$ cat config.mk
export PLATFORM = sky130hd
export DESIGN_NAME = fetch_prefetch_unit
export DESIGN_NICKNAME = d
export VERILOG_FILES = /design/src/rtl/fetch_pkg.sv /design/src/rtl/fetch_fifo.sv /design/src/rtl/fetch_prefetch_unit.sv
export SDC_FILE = /design/constraint.sdc
export NUM_CORES = 1
export LEC_CHECK = 0
export ABC_AREA = 1
export BUFFER_PORTS_ARGS = -buffer_cell sky130_fd_sc_hd__buf_2
export CAP_MARGIN = 10
export CORE_ASPECT_RATIO = 0.8
export CORE_UTILIZATION = 30
export DETAILED_ROUTE_END_ITERATION = 10
export PLACE_DENSITY_LB_ADDON = 0.12
export SLEW_MARGIN = 20
export SYNTH_ARGS = -nofsm -noshare
export SYNTH_HDL_FRONTEND = slang
export SYNTH_SLANG_ARGS = --single-unit
$ cat constraint.sdc
create_clock -name clk -period 10.6 [get_ports clk]
set_input_delay 3.18 -clock clk [delete_from_list [all_inputs] [get_ports clk]]
set_output_delay 3.18 -clock clk [all_outputs]
set_load 0.01 [all_outputs]
$ cat src/rtl/fetch_pkg.sv
// fetch_pkg: shared state encoding, instruction size and queue entry layout for the fetch stage
package fetch_pkg;
   localparam int INSTR_BYTES = 4;
   typedef enum logic [1:0] {IDLE, REQ, WAIT, DROP} fetch_state_t;
   typedef struct packed {
      logic [31:0] pc;
      logic [31:0] ir;
   } fetch_entry_t;
endpackage

$ cat src/rtl/fetch_fifo.sv
// fetch_fifo: prefetch queue with push/pop/flush and occupancy count
//   push_i/din_i   write an entry (dropped when full with no pop on the same edge)
//   pop_i          advance the head (ignored when empty)
//   flush_i        empty the queue; wins over push and pop
//   dout_o         head entry, count_o current occupancy
module fetch_fifo #(
   parameter int WIDTH = 64,
   parameter int DEPTH = 4
) (
   input  logic                   clk,
   input  logic                   rst,
   input  logic                   push_i,
   input  logic                   pop_i,
   input  logic                   flush_i,
   input  logic [WIDTH-1:0]       din_i,
   output logic [WIDTH-1:0]       dout_o,
   output logic [$clog2(DEPTH):0] count_o
);
   localparam int AW = $clog2(DEPTH);
   logic [WIDTH-1:0] mem_q [DEPTH];
   logic [AW-1:0] wp_q, rp_q;
   logic [AW:0] count_q;
   logic push_ok, pop_ok;
   assign pop_ok = pop_i & (count_q != '0);
   assign push_ok = push_i & ((count_q != (AW+1)'(DEPTH)) | pop_ok);
   assign dout_o = mem_q[rp_q];
   assign count_o = count_q;
   always_ff @(posedge clk or posedge rst)
      if (rst) begin
         wp_q <= '0;
         rp_q <= '0;
         count_q <= '0;
         for (int i = 0; i < DEPTH; i++) mem_q[i] <= '0;
      end else if (flush_i) begin
         wp_q <= '0;
         rp_q <= '0;
         count_q <= '0;
      end else begin
         if (push_ok) begin
            mem_q[wp_q] <= din_i;
            wp_q <= wp_q + AW'(1);
         end
         if (pop_ok) rp_q <= rp_q + AW'(1);
         count_q <= count_q + (AW+1)'(push_ok) - (AW+1)'(pop_ok);
      end
endmodule

$ cat src/rtl/fetch_prefetch_unit.sv
// fetch_prefetch_unit: instruction fetch stage running ahead of decode through a prefetch queue
//   j/jPC                  redirect: flush queue, squash in-flight response, refetch from jPC & ~3
//   proc_req/addr/mem_rdy  request/accept handshake, at most one read in flight
//   valid/Rdata            response to the accepted request
//   if_valid/id_ready      head handshake toward decode; IR/PC/NPC are 0 when if_valid=0
//   we                     tied 0, fetch never writes
module fetch_prefetch_unit
   import fetch_pkg::*;
#(
   parameter int              bits     = 32,
   parameter int              DEPTH    = 4,
   parameter logic [bits-1:0] RESET_PC = '0
) (
   input  logic            clk,
   input  logic            rst,
   input  logic            j,
   input  logic [bits-1:0] jPC,
   input  logic            mem_rdy,
   input  logic            valid,
   input  logic [bits-1:0] Rdata,
   output logic            proc_req,
   output logic            we,
   output logic [bits-1:0] addr,
   output logic            if_valid,
   input  logic            id_ready,
   output logic [bits-1:0] IR,
   output logic [bits-1:0] PC,
   output logic [bits-1:0] NPC
);
   localparam int CW = $clog2(DEPTH) + 1;
   localparam logic [bits-1:0] STEP = bits'(INSTR_BYTES);
   fetch_state_t state_q;
   logic [bits-1:0] fetch_pc_q, jpc_al;
   logic [2*bits-1:0] head;
   logic [CW-1:0] count, cnt_nx;
   logic push, pop, accept;
   assign jpc_al = jPC & ~bits'(3);
   assign if_valid = count != '0;
   assign pop = if_valid & id_ready;
   assign push = (state_q == WAIT) & valid & ~j;
   assign accept = proc_req & mem_rdy;
   // occupancy after this edge; a request may only follow a push if this leaves a free slot
   assign cnt_nx = count + CW'(push) - CW'(pop);
   assign proc_req = state_q == REQ;
   assign we = 1'b0;
   assign addr = fetch_pc_q;
   assign IR = if_valid ? head[2*bits-1:bits] : '0;
   assign PC = if_valid ? head[bits-1:0] : '0;
   assign NPC = if_valid ? head[bits-1:0] + STEP : '0;
   fetch_fifo #(.WIDTH(2*bits), .DEPTH(DEPTH)) u_fifo (
      .clk     (clk),
      .rst     (rst),
      .push_i  (push),
      .pop_i   (pop),
      .flush_i (j),
      .din_i   ({Rdata, fetch_pc_q}),
      .dout_o  (head),
      .count_o (count)
   );
   always_ff @(posedge clk or posedge rst)
      if (rst) begin
         state_q <= IDLE;
         fetch_pc_q <= RESET_PC;
      end else if (j) begin
         // an accepted-but-unanswered request must have its response dropped
         fetch_pc_q <= jpc_al;
         state_q <= (state_q == IDLE || (state_q == REQ && !accept) || (state_q != REQ && valid)) ? REQ : DROP;
      end else begin
         case (state_q)
            IDLE: if (count < CW'(DEPTH)) state_q <= REQ;
            REQ:  if (mem_rdy) state_q <= WAIT;
            WAIT: if (valid) begin
               fetch_pc_q <= fetch_pc_q + STEP;
               state_q <= (cnt_nx < CW'(DEPTH)) ? REQ : IDLE;
            end
            DROP: if (valid) state_q <= REQ;
         endcase
      end
endmodule

==> results of run 1 <==
==> critical path: stages, from the launching register on <==
cell and delay (ps):
sky130_fd_sc_hd__dfrtp_4 1000, sky130_fd_sc_hd__clkinv_2 1010, sky130_fd_sc_hd__buf_4 650, sky130_fd_sc_hd__nand2_1 140
sky130_fd_sc_hd__nand3_1 80, sky130_fd_sc_hd__nand2_1 260, sky130_fd_sc_hd__inv_1 110, sky130_fd_sc_hd__nand2_1 150
sky130_fd_sc_hd__nor2_4 60, sky130_fd_sc_hd__nand2_2 100, sky130_fd_sc_hd__nor2_1 70, sky130_fd_sc_hd__nand2_1 60
sky130_fd_sc_hd__nand2_1 70, sky130_fd_sc_hd__a21oi_1 210, sky130_fd_sc_hd__buf_2 170
==> per-layer routing <==
metal	global-route usage	share of wire	vias to the layer above
met4	0.0469	0.015	0
li1	-	-	6760
met2	0.282	0.42	311
met1	0.289	0.51	6517
met5	0	0	-
met3	0.0298	0.055	53
==> through the flow <==
stage,total power [mW],utilization
5_1_grt,4.81,0.354
2_1_floorplan,2.60,-
4_1_cts,4.53,0.354
3_3_place_gp,3.29,0.332
3_5_place_dp,3.31,0.332
6_report,4.46,0.354
==> synth_stat cells, types with 2 or more instances <==
master,instances,share of area
sky130_fd_sc_hd__nand2_1,617,0.15
sky130_fd_sc_hd__nor2_1,146,0.035
sky130_fd_sc_hd__nor3_1,6,0.0019
sky130_fd_sc_hd__o21ai_0,205,0.065
sky130_fd_sc_hd__o211ai_1,10,0.0048
sky130_fd_sc_hd__a21oi_1,123,0.039
sky130_fd_sc_hd__buf_1,4,0.00096
sky130_fd_sc_hd__o21ai_1,12,0.0038
sky130_fd_sc_hd__clkbuf_1,54,0.013
sky130_fd_sc_hd__buf_4,27,0.013
sky130_fd_sc_hd__buf_6,5,0.0036
sky130_fd_sc_hd__xor2_1,20,0.011
sky130_fd_sc_hd__nand4_1,14,0.0056
sky130_fd_sc_hd__nand3_1,94,0.030
sky130_fd_sc_hd__ha_1,9,0.0072
sky130_fd_sc_hd__a2bb2oi_1,2,0.0011
sky130_fd_sc_hd__a31oi_1,2,0.00080
sky130_fd_sc_hd__inv_1,168,0.040
sky130_fd_sc_hd__nand2_2,15,0.0060
sky130_fd_sc_hd__dfrtp_1,287,0.46
sky130_fd_sc_hd__nor3_2,2,0.0013
sky130_fd_sc_hd__nor2_2,13,0.0052
sky130_fd_sc_hd__inv_2,3,0.00072
sky130_fd_sc_hd__o221ai_1,2,0.0011
sky130_fd_sc_hd__o21a_1,48,0.023
sky130_fd_sc_hd__mux2_2,78,0.056
sky130_fd_sc_hd__nor2_4,10,0.0072
sky130_fd_sc_hd__buf_2,33,0.011
==> sequential cells by signal, summed over array words and instances, names as in the netlist <==
name	count
u_fifo.mem_q	248
addr	30
u_fifo.count_o	3
state_q	2
u_fifo.rp_q	2
u_fifo.wp_q	2
==> final cells by class <==
type                       count  area, um^2
fill                        5477       33100
sequential                   287        7190
clock buffer                  56        1070
multi-input combinational   1443        7230
tap                          684         856
antenna                        3        7.51
clock inverter                 5        56.3
timing repair buffer         209        1120
inverter                     172         651
==> worst paths after layout <==
check / start / to / slack, ps / depth (start not counted)
max reg2reg: state_q[0] / u_fifo.mem_q[226] / 6640 / 7
min in group asynchronous: rst / u_fifo.mem_q[133] / 2860 / 3
max: u_fifo.rp_q[0] / NPC[15] / 2660 / 14
min: u_fifo.mem_q[51] / u_fifo.mem_q[51] / 490 / 1
min reg2reg: u_fifo.mem_q[51] / u_fifo.mem_q[51] / 490 / 1
max in group asynchronous: rst / u_fifo.mem_q[101] / 6360 / 4
==> cells by family after synthesis <==
group | synth area share
muxes | 0.0567
AOI/OAI and AO/OA | 0.141
and+or+nand+nor | 0.240
adders and majority gates | 0.00846
other | 0.000239
buffers and inverters | 0.0834
xor gates and xnor gates | 0.0117
DFF | 0.458
==> power by group <==
part           switching, mW  internal, mW
registers              0.177          1.32
logic                   1.20         0.578
clock network          0.477         0.713
total                   1.85          2.61
==> layout by cell type, fill, tap and decap left out, types with 3 or more instances in the layout <==
cell and n:
sky130_fd_sc_hd__clkbuf_16 37, sky130_fd_sc_hd__o211ai_1 10, sky130_fd_sc_hd__o21ai_0 205, sky130_fd_sc_hd__clkinv_2 3
sky130_fd_sc_hd__a21oi_1 123, sky130_fd_sc_hd__nor2_4 12, sky130_fd_sc_hd__mux2_2 78, sky130_fd_sc_hd__o21a_1 48
sky130_fd_sc_hd__dfrtp_1 285, sky130_fd_sc_hd__nor3_1 6, sky130_fd_sc_hd__clkbuf_1 12, sky130_fd_sc_hd__diode_2 3
sky130_fd_sc_hd__nand2_2 15, sky130_fd_sc_hd__clkbuf_8 7, sky130_fd_sc_hd__ha_1 9, sky130_fd_sc_hd__nand2_1 617
sky130_fd_sc_hd__xor2_1 20, sky130_fd_sc_hd__inv_1 167, sky130_fd_sc_hd__buf_4 15, sky130_fd_sc_hd__conb_1 7
sky130_fd_sc_hd__nand4_1 14, sky130_fd_sc_hd__nor2_2 12, sky130_fd_sc_hd__o21ai_1 12, sky130_fd_sc_hd__nand3_1 94
sky130_fd_sc_hd__buf_2 191, sky130_fd_sc_hd__nor2_1 145
==> impl_summary.log, run 1 <==
[metrics] status: finished, final reports clean
[metrics] TritonCTS clock tree: done
[metrics] clk root buf: sky130_fd_sc_hd__clkbuf_16
[metrics] maximum clock rate: 126 MHz
[metrics] number of vias per cell after detailed routing: 4.77
[metrics] number of nets at the end of the flow: 2,229
[metrics] post-place instance area: 17,000 um^2
[metrics] Die Span Y: 207 um
[metrics] vias in the first global route: 13,000
[metrics] yosys synthesis warning count: 0
[metrics] post-synth design cell area: 15,700 um^2
[metrics] worst endpoint data arrival time: 4760 ps
[metrics] ratio of cells with drive above 1 in the final layout: 0.176
[metrics] classification of the worst setup path: flop to primary output
[metrics] CTS resizes: 0
[metrics] final setup vio count: 0
[metrics] later-pin clock latency in the skew report: 530 ps
[metrics] WP data required: 7420 ps
[metrics] Final period util: 0.749
[metrics] fraction of the yosys area taken by sequential cells: 0.458
[metrics] number of buffers inserted by post-CTS setup repair: 0
[metrics] kind of end point of the critical path: primary output
[metrics] number of max-cap violations: 0
[metrics] overall track demand over capacity in global routing: 0.191
[metrics] worst slack at placement: 3130 ps
[metrics] number of top-level design ports: 201
[metrics] worst max-slew margin expressed relative to the limit: 0.326
[metrics] crit path launch type: flop
[metrics] quantity of hold-fixing buffers added after cts: 0
[metrics] number of antenna violations at the first check in global routing: 0
[metrics] starting density of the core: 0.306
[metrics] fraction of registers with async set or reset after synthesis: 1.00
[metrics] DP Wirelength: 33.3 mm
[metrics] Die Span X: 258 um
[metrics] number of buffers between clock root and the deepest sink: 3
[metrics] 1st-iter DRT viols: 962
[metrics] Worst-Margin Slew: 1010 ps
[metrics] Netlist cell types: 40
[metrics] area added between synthesis and finish: 15.9%
[metrics] detailed-route wire length: 50.8 mm
[metrics] Clock transition at path regs: 60 ps
[metrics] routed wirelength normalized by instance count: 17.8 um
[metrics] standard cell core area: 51,300 um^2
[metrics] CP Max Fanout: 69
[metrics] Lkg Pwr: 8.91 nW
[metrics] site row count: 74
[metrics] Placed Cells incl. Taps: 2,795
[metrics] post-synthesis instance total: 2,021
[metrics] syn_area_per_cell: 7.76 um^2
[metrics] post-synthesis sequential element count: 287
[metrics] global placer's final weighted congestion: 0.826
[metrics] Final Critical Period: 7940 ps
[metrics] power density over the cells: 246 nW/um^2
[metrics] number of H-tree levels: 2
[metrics] number of non-filler instances in the completed layout: 2,859
[metrics] routed via count: 13,600
[metrics] clock skew: 11.2 ps
[metrics] count of buffers inserted at the top-level ports: 191
[metrics] cell area after layout: 18,200 um^2
[metrics] detailed-router iteration count before antenna repair: 5
[metrics] die area: 53,200 um^2
[metrics] clk sink count: 287
[metrics] number of nets still failing antenna checks after routing: 0
[metrics] path class of the lowest-slack min-delay path: flop to flop
[metrics] Peak supply drop: 0.0985 mV
[metrics] dominant register cell in the synthesized netlist: sky130_fd_sc_hd__dfrtp_1
[metrics] final hold violation count: 0
[metrics] EDFF count, synth: 0
[metrics] wire length of the first global-routing pass: 77.9 mm
[metrics] number of clock buffers inserted by TritonCTS: 36
[metrics] setup slack of the critical path after layout: 2660 ps
[metrics] final worst hold slack: 488 ps
[metrics] post-route setup TNS: 0 ps
[metrics] total congestion overflow: 0
[metrics] pin count of the biggest net entering global routing: 164
[metrics] unrepaired setup endpoints after global routing: false
[metrics] DRC viols: 0
[metrics] fin. max-slew vios: 0
Note: power is estimated with default switching activity, not from simulation.
==> run 2, diff against run 1 <==
--- a/config.mk
+++ b/config.mk
@@ -5,7 +5,7 @@
 export SDC_FILE = /design/constraint.sdc
 export NUM_CORES = 1
 export LEC_CHECK = 0
-export ABC_AREA = 1
+export ABC_AREA = 0
 export BUFFER_PORTS_ARGS = -buffer_cell sky130_fd_sc_hd__buf_2
 export CAP_MARGIN = 10
 export CORE_ASPECT_RATIO = 0.8
==> constraint.sdc (replaced) <==
create_clock -name clk -period 7.9 [get_ports clk]
set_input_delay 2.37 -clock clk [delete_from_list [all_inputs] [get_ports clk]]
set_output_delay 2.37 -clock clk [all_outputs]
set_load 0.01 [all_outputs]
==> impl_summary.log, run 2 <==
[metrics] clk sink count: 287 (unchanged)
[metrics] Global Route met2 Usage: 0.247 (-0.0350)
[metrics] later-pin clock latency in the skew report: 530 ps (about the same)
[metrics] commonest cells after routing, fill and taps aside: sky130_fd_sc_hd__dfrtp_1, sky130_fd_sc_hd__mux2_2, sky130_fd_sc_hd__buf_2, sky130_fd_sc_hd__and2_1, sky130_fd_sc_hd__nand2_1
[metrics] worst endpoint data arrival time: 4260 ps (-500 ps)
[metrics] number of max-cap violations: 0 (unchanged)
[metrics] clock skew: 21.4 ps (+10.1 ps)
[metrics] buffers plus inverters on the worst setup path: 1 (-3)
[metrics] number of top-level design ports: 201 (unchanged)
[metrics] EDFF count, synth: 0 (unchanged)
[metrics] wire length of the first global-routing pass: 59.6 mm (-24%)
[metrics] series of cell instances along the critical path: mux4_1, nand4_4, or4_1, nor4_1, mux2_2, buf_2
[metrics] number of vias per cell after detailed routing: 4.94 (+3.6%)
[metrics] dominant register cell in the synthesized netlist: sky130_fd_sc_hd__dfrtp_1
[metrics] Final Critical Period: 6630 ps
[metrics] ANT cells: 0 (-3)
[metrics] instance count on the critical path: 6 (-8)
[metrics] DRC viols: 0 (unchanged)
[metrics] kind of end point of the critical path: primary output
[metrics] busiest layer in global routing: met2
[metrics] worst max-slew margin expressed relative to the limit: 0.339 (+0.0121)
[metrics] routed wirelength normalized by instance count: 20.4 um (+15%)
[metrics] die area: 48,200 um^2 (-9.5%)
[metrics] unrepaired setup endpoints after global routing: false
[metrics] Clock transition at path regs: 60 ps (about the same)
[metrics] grt met3 use: 0.0266 (-0.00325)
[metrics] Die Span Y: 196 um (-4.8%)
[metrics] top cells by area, synth: sky130_fd_sc_hd__dfrtp_1, sky130_fd_sc_hd__mux2_2, sky130_fd_sc_hd__mux4_2
[metrics] FF-to-FF path depth: 12 (+5)
[metrics] most common cell after layout, fill and taps aside: sky130_fd_sc_hd__dfrtp_1
[metrics] number of nets still failing antenna checks after routing: 0 (unchanged)
[metrics] ratio of cells with drive above 1 in the final layout: 0.450 (+0.274)
[metrics] starting density of the core: 0.307 (+0.00158)
[metrics] post-synthesis sequential element count: 287 (unchanged)
[metrics] crit path launch type: flop
[metrics] number of stages on the worst hold path: 2 (+1)
[metrics] post-place instance area: 15,700 um^2 (-7.9%)
[metrics] Slowest-stage cell, CP: sky130_fd_sc_hd__dfrtp_4
[metrics] classification of the worst setup path: flop to primary output
[metrics] quantity of hold-fixing buffers added after cts: 0 (unchanged)
[metrics] DP Wirelength: 24.1 mm (-27%)
[metrics] area added between synthesis and finish: 18.2%
[metrics] critical path's top delay family: simple AND/OR/NAND/NOR gates
[metrics] leading cell types by count after synthesis: sky130_fd_sc_hd__dfrtp_1, sky130_fd_sc_hd__mux2_2, sky130_fd_sc_hd__nand2_1
[metrics] number of clock buffers inserted by TritonCTS: 35 (-2.8%)
[metrics] status: finished, final reports clean
[metrics] largest stage delay on the critical path: 940 ps (-70 ps)
[metrics] post-route setup TNS: 0 ps (unchanged)
[metrics] WP data required: 5530 ps (-1890 ps)
[metrics] path class of the lowest-slack min-delay path: flop to flop
[metrics] number of buffers between clock root and the deepest sink: 3 (unchanged)
[metrics] fraction of met1 tracks used by global routing: 0.239 (-0.0502)
[metrics] Die Span X: 245 um (-4.9%)
[metrics] number of nets at the end of the flow: 1,323 (-41%)
[metrics] 1st-iter DRT viols: 389 (-60%)
[metrics] count of fill cells added during filler insertion: 4,510 (-18%)
[metrics] total congestion overflow: 0 (unchanged)
[metrics] maximum clock rate: 151 MHz
[metrics] CP Max Fanout: 37 (-46%)
[metrics] total area of sequential cells: 7190 um^2 (unchanged)
[metrics] post-synthesis instance total: 1,075 (-47%)
[metrics] cell taking the most area after synthesis: sky130_fd_sc_hd__dfrtp_1
[metrics] Peak supply drop: 0.119 mV (+21%)
[metrics] overall track demand over capacity in global routing: 0.163 (-0.0280)
[metrics] Netlist cell types: 48 (+20%)
[metrics] vias in the first global route: 9,562 (-26%)
[metrics] most repeated cell in the gate-level netlist after synthesis: sky130_fd_sc_hd__dfrtp_1
[metrics] Worst-Margin Slew: 992 ps (-14.4 ps)
[metrics] flip-flop count of the largest register, all copies and words added: 248 (unchanged)
[metrics] power density over the cells: 273 nW/um^2 (+11%)
[metrics] Lkg Pwr: 8.00 nW (-10%)
[metrics] final hold violation count: 0 (unchanged)
[metrics] global placer's final weighted congestion: 0.701 (-15%)
[metrics] cell area after layout: 16,800 um^2 (-7.7%)
[metrics] area share of the leading cell type in the synthesized netlist: 0.506 (+0.0484)
[metrics] fraction of registers with async set or reset after synthesis: 1.00 (unchanged)
[metrics] site row count: 70 (-5.4%)
[metrics] post-synth design cell area: 14,200 um^2 (-9.6%)
[metrics] area used by multi-input combinational logic: 6600 um^2 (-8.7%)
[metrics] count of buffers inserted at the top-level ports: 191 (unchanged)
[metrics] routed via count: 9,286 (-32%)
[metrics] CTS resizes: 0 (unchanged)
[metrics] number of H-tree levels: 2 (unchanged)
[metrics] Most flops, register: u_fifo.mem_q
[metrics] detailed-router iteration count before antenna repair: 4 (-1)
[metrics] syn_area_per_cell: 13.2 um^2 (+70%)
[metrics] yosys synthesis warning count: 0 (unchanged)
[metrics] fin. max-slew vios: 0 (unchanged)
[metrics] TritonCTS clock tree: done
[metrics] detailed-route wire length: 38.4 mm (-24%)
[metrics] Final period util: 0.839
[metrics] fraction of the yosys area taken by sequential cells: 0.506 (+0.0484)
[metrics] standard cell core area: 46,200 um^2 (-10%)
[metrics] pin count of the biggest net entering global routing: 164 (unchanged)
[metrics] clk root buf: sky130_fd_sc_hd__clkbuf_16
[metrics] number of buffers inserted by post-CTS setup repair: 0 (unchanged)
[metrics] number of antenna violations at the first check in global routing: 1 (+1)
[metrics] final setup vio count: 0 (unchanged)
run 2: cell types whose count changed after synthesis, moves of 50 or more:
cell | before | now
sky130_fd_sc_hd__o21ai_0 | 205 | 43
sky130_fd_sc_hd__inv_1 | 168 | 18
sky130_fd_sc_hd__nand3_1 | 94 | 17
sky130_fd_sc_hd__mux4_2 | 0 | 50
sky130_fd_sc_hd__and2_1 | 0 | 61
sky130_fd_sc_hd__nor2_1 | 146 | 35
sky130_fd_sc_hd__a21oi_1 | 123 | 12
sky130_fd_sc_hd__nand2_1 | 617 | 62
sky130_fd_sc_hd__mux2_2 | 78 | 248
run 2: stage by stage:
stage	setup slack [ps]	util	hold slack, ps	cells	total power, mW
after floorplan	1720	-	442	1081	2.66
after global placement	1770	0.340	460	1818	3.11
after detailed placement	1740	0.340	467	1818	3.12
after CTS	1130	0.363	480	1878	4.68
after global routing	921	0.363	503	1878	4.87
final	1270	0.363	476	1878	4.58
run 2: routing by layer:
metal,wire (um),share of wire
met5,0,0
met4,740,0.019
met3,1440,0.037
met2,17400,0.45
met1,18800,0.49
run 2: where the power goes:
| group | switching, mW | internal, mW |
|---|---|---|
| Sequential | 0.166 | 1.63 |
| Clock | 0.628 | 0.894 |
| Combinational | 0.673 | 0.588 |
| Total | 1.47 | 3.12 |
run 2: area by class of cell:
class	count	share of cell area
flip-flops and latches	287	0.428
multi-input cells	697	0.393
repair buffers	204	0.0645
clock buffers	54	0.0612
well taps	612	0.0457
inverters	18	0.00425
clock inverters	6	0.00254
run 2: cell families (layout without fill, tap and decap cells):
group           Yosys count  in the layout  synth area share
xor+xnor                 44             44            0.0272
other cells               1              7          0.000264
flops                   287            287             0.506
compound gates           67             67            0.0260
buf+inv                  97            282            0.0335
simple gates            256            256            0.0991
mux                     313            313             0.298
fa+ha+maj                10             10           0.00935
run 2: worst paths after layout:
| kind | start | to | slack, ps |
|---|---|---|---|
| worst max-delay path | u_fifo.rp_q[0] | NPC[31] | 1270 |
| worst min-delay path | u_fifo.mem_q[14] | u_fifo.mem_q[14] | 480 |
| worst max register to register | u_fifo.count_o[1] | u_fifo.count_o[2] | 4480 |
| worst min register to register | u_fifo.mem_q[14] | u_fifo.mem_q[14] | 480 |
| max in group asynchronous | rst | u_fifo.rp_q[0] | 5010 |
| min in group asynchronous | rst | u_fifo.mem_q[162] | 2020 |
run 2: tightest hold or removal path, delay by kind of cell, from the launching register on:
family             cells  cell delay (ps)
DFF                    1              340
AOI/OAI and AO/OA      1               60
and+or+nand+nor        1               40
==> run 3, diff against run 2 <==
==> constraint.sdc (replaced) <==
create_clock -name clk -period 6.4 [get_ports clk]
set_input_delay 1.92 -clock clk [delete_from_list [all_inputs] [get_ports clk]]
set_output_delay 1.92 -clock clk [all_outputs]
set_load 0.01 [all_outputs]
==> impl_summary.log, run 3 (synthesis results as in run 2) <==
[metrics] worst endpoint data arrival time: 4030 ps (-230 ps)
[metrics] total area of sequential cells: 7190 um^2 (unchanged)
[metrics] Peak supply drop: 0.185 mV (+55%)
[metrics] area used by multi-input combinational logic: 6590 um^2 (about the same)
[metrics] Worst-Margin Slew: 1020 ps (+31.0 ps)
[metrics] clk sink count: 287 (unchanged)
[metrics] number of antenna violations at the first check in global routing: 1 (unchanged)
[metrics] maximum clock rate: 168 MHz
[metrics] path class of the lowest-slack min-delay path: flop to flop
[metrics] number of clock buffers inserted by TritonCTS: 35 (unchanged)
[metrics] Most flops, register: u_fifo.mem_q
[metrics] WP data required: 4480 ps (-1050 ps)
[metrics] final core occ: 0.365 (+0.00127)
[metrics] number of top-level design ports: 201 (unchanged)
[metrics] detailed-router iteration count before antenna repair: 4 (unchanged)
[metrics] number of nets at the end of the flow: 1,330 (+0.53%)
[metrics] standard cell core area: 46,200 um^2 (unchanged)
[metrics] detailed-route wire length: 38.9 mm (+1.4%)
[metrics] number of non-filler instances in the completed layout: 1,883 (+0.27%)
[metrics] flip-flop count of the largest register, all copies and words added: 248 (unchanged)
[metrics] global placer's final weighted congestion: 0.731 (+4.2%)
[metrics] fin. max-slew vios: 0 (unchanged)
[metrics] clk root buf: sky130_fd_sc_hd__clkbuf_16
[metrics] Final Critical Period: 5950 ps
[metrics] Clock transition at path regs: 60 ps (about the same)
[metrics] number of buffers between clock root and the deepest sink: 3 (unchanged)
[metrics] Lkg Pwr: 8.05 nW (+0.64%)
[metrics] final worst hold slack: 468 ps (-8.10 ps)
[metrics] ANT cells: 0 (unchanged)
[metrics] DRC viols: 0 (unchanged)
[metrics] later-pin clock latency in the skew report: 540 ps (about the same)
[metrics] CP Max Fanout: 23 (-38%)
[metrics] final hold violation count: 0 (unchanged)
[metrics] FF-to-FF path depth: 10 (-2)
[metrics] TritonCTS clock tree: done
[metrics] number of H-tree levels: 2 (unchanged)
[metrics] Placed Cells incl. Taps: 1,825 (+0.39%)
[metrics] kind of end point of the critical path: primary output
[metrics] total congestion overflow: 0 (unchanged)
[metrics] number of stages on the worst hold path: 2 (unchanged)
[metrics] most common cell after layout, fill and taps aside: sky130_fd_sc_hd__dfrtp_1
[metrics] pin count of the biggest net entering global routing: 159 (-3.0%)
[metrics] die area: 48,200 um^2 (unchanged)
[metrics] number of buffers inserted by post-CTS setup repair: 0 (unchanged)
[metrics] site row count: 70 (unchanged)
[metrics] vias in the first global route: 9,504 (-0.61%)
[metrics] count of fill cells added during filler insertion: 4,557 (+1.0%)
[metrics] commonest cells after routing, fill and taps aside: sky130_fd_sc_hd__dfrtp_1, sky130_fd_sc_hd__mux2_2, sky130_fd_sc_hd__buf_2, sky130_fd_sc_hd__and2_1, sky130_fd_sc_hd__nand2_1
[metrics] 1st-iter DRT viols: 387 (-0.51%)
[metrics] sum of internal, switching and leakage power: 5.70 mW (+24%)
[metrics] status: finished, final reports clean
[metrics] worst max-slew margin expressed relative to the limit: 0.318 (-0.0207)
[metrics] wire length of the first global-routing pass: 60.0 mm (+0.58%)
[metrics] final setup vio count: 0 (unchanged)
[metrics] Final period util: 0.930
[metrics] area added between synthesis and finish: 18.7%
[metrics] unrepaired setup endpoints after global routing: false
[metrics] Die Span Y: 196 um (unchanged)
[metrics] clock skew: 23.6 ps (+2.27 ps)
[metrics] Die Span X: 245 um (unchanged)
[metrics] DP Wirelength: 25.1 mm (+4.0%)
[metrics] routed wirelength normalized by instance count: 20.7 um (+1.1%)
[metrics] routed via count: 9,240 (-0.50%)
[metrics] number of vias per cell after detailed routing: 4.91 (-0.76%)
[metrics] count of buffers inserted at the top-level ports: 191 (unchanged)
[metrics] starting density of the core: 0.307 (unchanged)
[metrics] quantity of hold-fixing buffers added after cts: 0 (unchanged)
[metrics] post-route setup TNS: 0 ps (unchanged)
[metrics] ratio of cells with drive above 1 in the final layout: 0.454 (+0.00374)
[metrics] overall track demand over capacity in global routing: 0.164 (+0.00131)
[metrics] number of nets still failing antenna checks after routing: 0 (unchanged)
[metrics] power density over the cells: 339 nW/um^2 (+24%)
[metrics] CTS resizes: 0 (unchanged)
[metrics] number of max-cap violations: 0 (unchanged)
[metrics] crit path launch type: flop
[metrics] classification of the worst setup path: flop to primary output
## run 3: changes by cell type in the layout (fill, tap and decap cells not counted), sizes merged
cell	change
inv	-1
clkinv	+3
clkinvlp	-2
clkbuf	-2
buf	+7
## run 3: worst paths after layout
path	startpoint	to	slack (ps)
min in group asynchronous	rst	u_fifo.mem_q[223]	1600
min	u_fifo.mem_q[142]	u_fifo.mem_q[142]	470
max	u_fifo.rp_q[0]	NPC[31]	450
min reg2reg	u_fifo.mem_q[142]	u_fifo.mem_q[142]	470
max in group asynchronous	rst	u_fifo.rp_q[0]	3930
max reg2reg	u_fifo.count_o[1]	state_q[0]	3220
## run 3: final cells by class
cell class | count | area share
sequential | 287 | 0.427
clock inverter | 6 | 0.00201
timing repair buffer | 211 | 0.0672
clock buffer | 52 | 0.0625
tap | 612 | 0.0455
inverter | 18 | 0.00424
multi-input combinational | 697 | 0.392
## run 3: per-layer routing
| layer | vias up | GRT usage | share of wire |
|---|---|---|---|
| met3 | 38 | 0.0261 | 0.040 |
| met1 | 4819 | 0.239 | 0.49 |
| met4 | 0 | 0.0454 | 0.016 |
| met2 | 150 | 0.253 | 0.46 |
| li1 | 4233 | - | - |
| met5 | - | 0 | 0 |
## run 3: worst max-delay path: stages, from the launching register on
cell	delay [ps]
sky130_fd_sc_hd__dfrtp_4	660
sky130_fd_sc_hd__buf_4	260
sky130_fd_sc_hd__mux4_1	470
sky130_fd_sc_hd__nand2_1	140
sky130_fd_sc_hd__or4_1	870
sky130_fd_sc_hd__nor4_1	540
sky130_fd_sc_hd__mux2_2	390
sky130_fd_sc_hd__buf_2	140
## run 3: report_power, final
group	internal [mW]	switching [mW]	leakage (nW)
logic	0.733	0.858	3.63
registers	2.02	0.183	3.89
clock network	1.13	0.782	0.540
total	3.88	1.82	8.05
## run 3: stage by stage
| step | worst slack (ps) | cell area (um^2) |
|---|---|---|
| after CTS | 337 | 16800 |
| after detailed placement | 961 | 15700 |
| final | 449 | 16800 |
| after floorplan | 675 | 14200 |
| after global routing | 210 | 16800 |
| after global placement | 978 | 15700 |
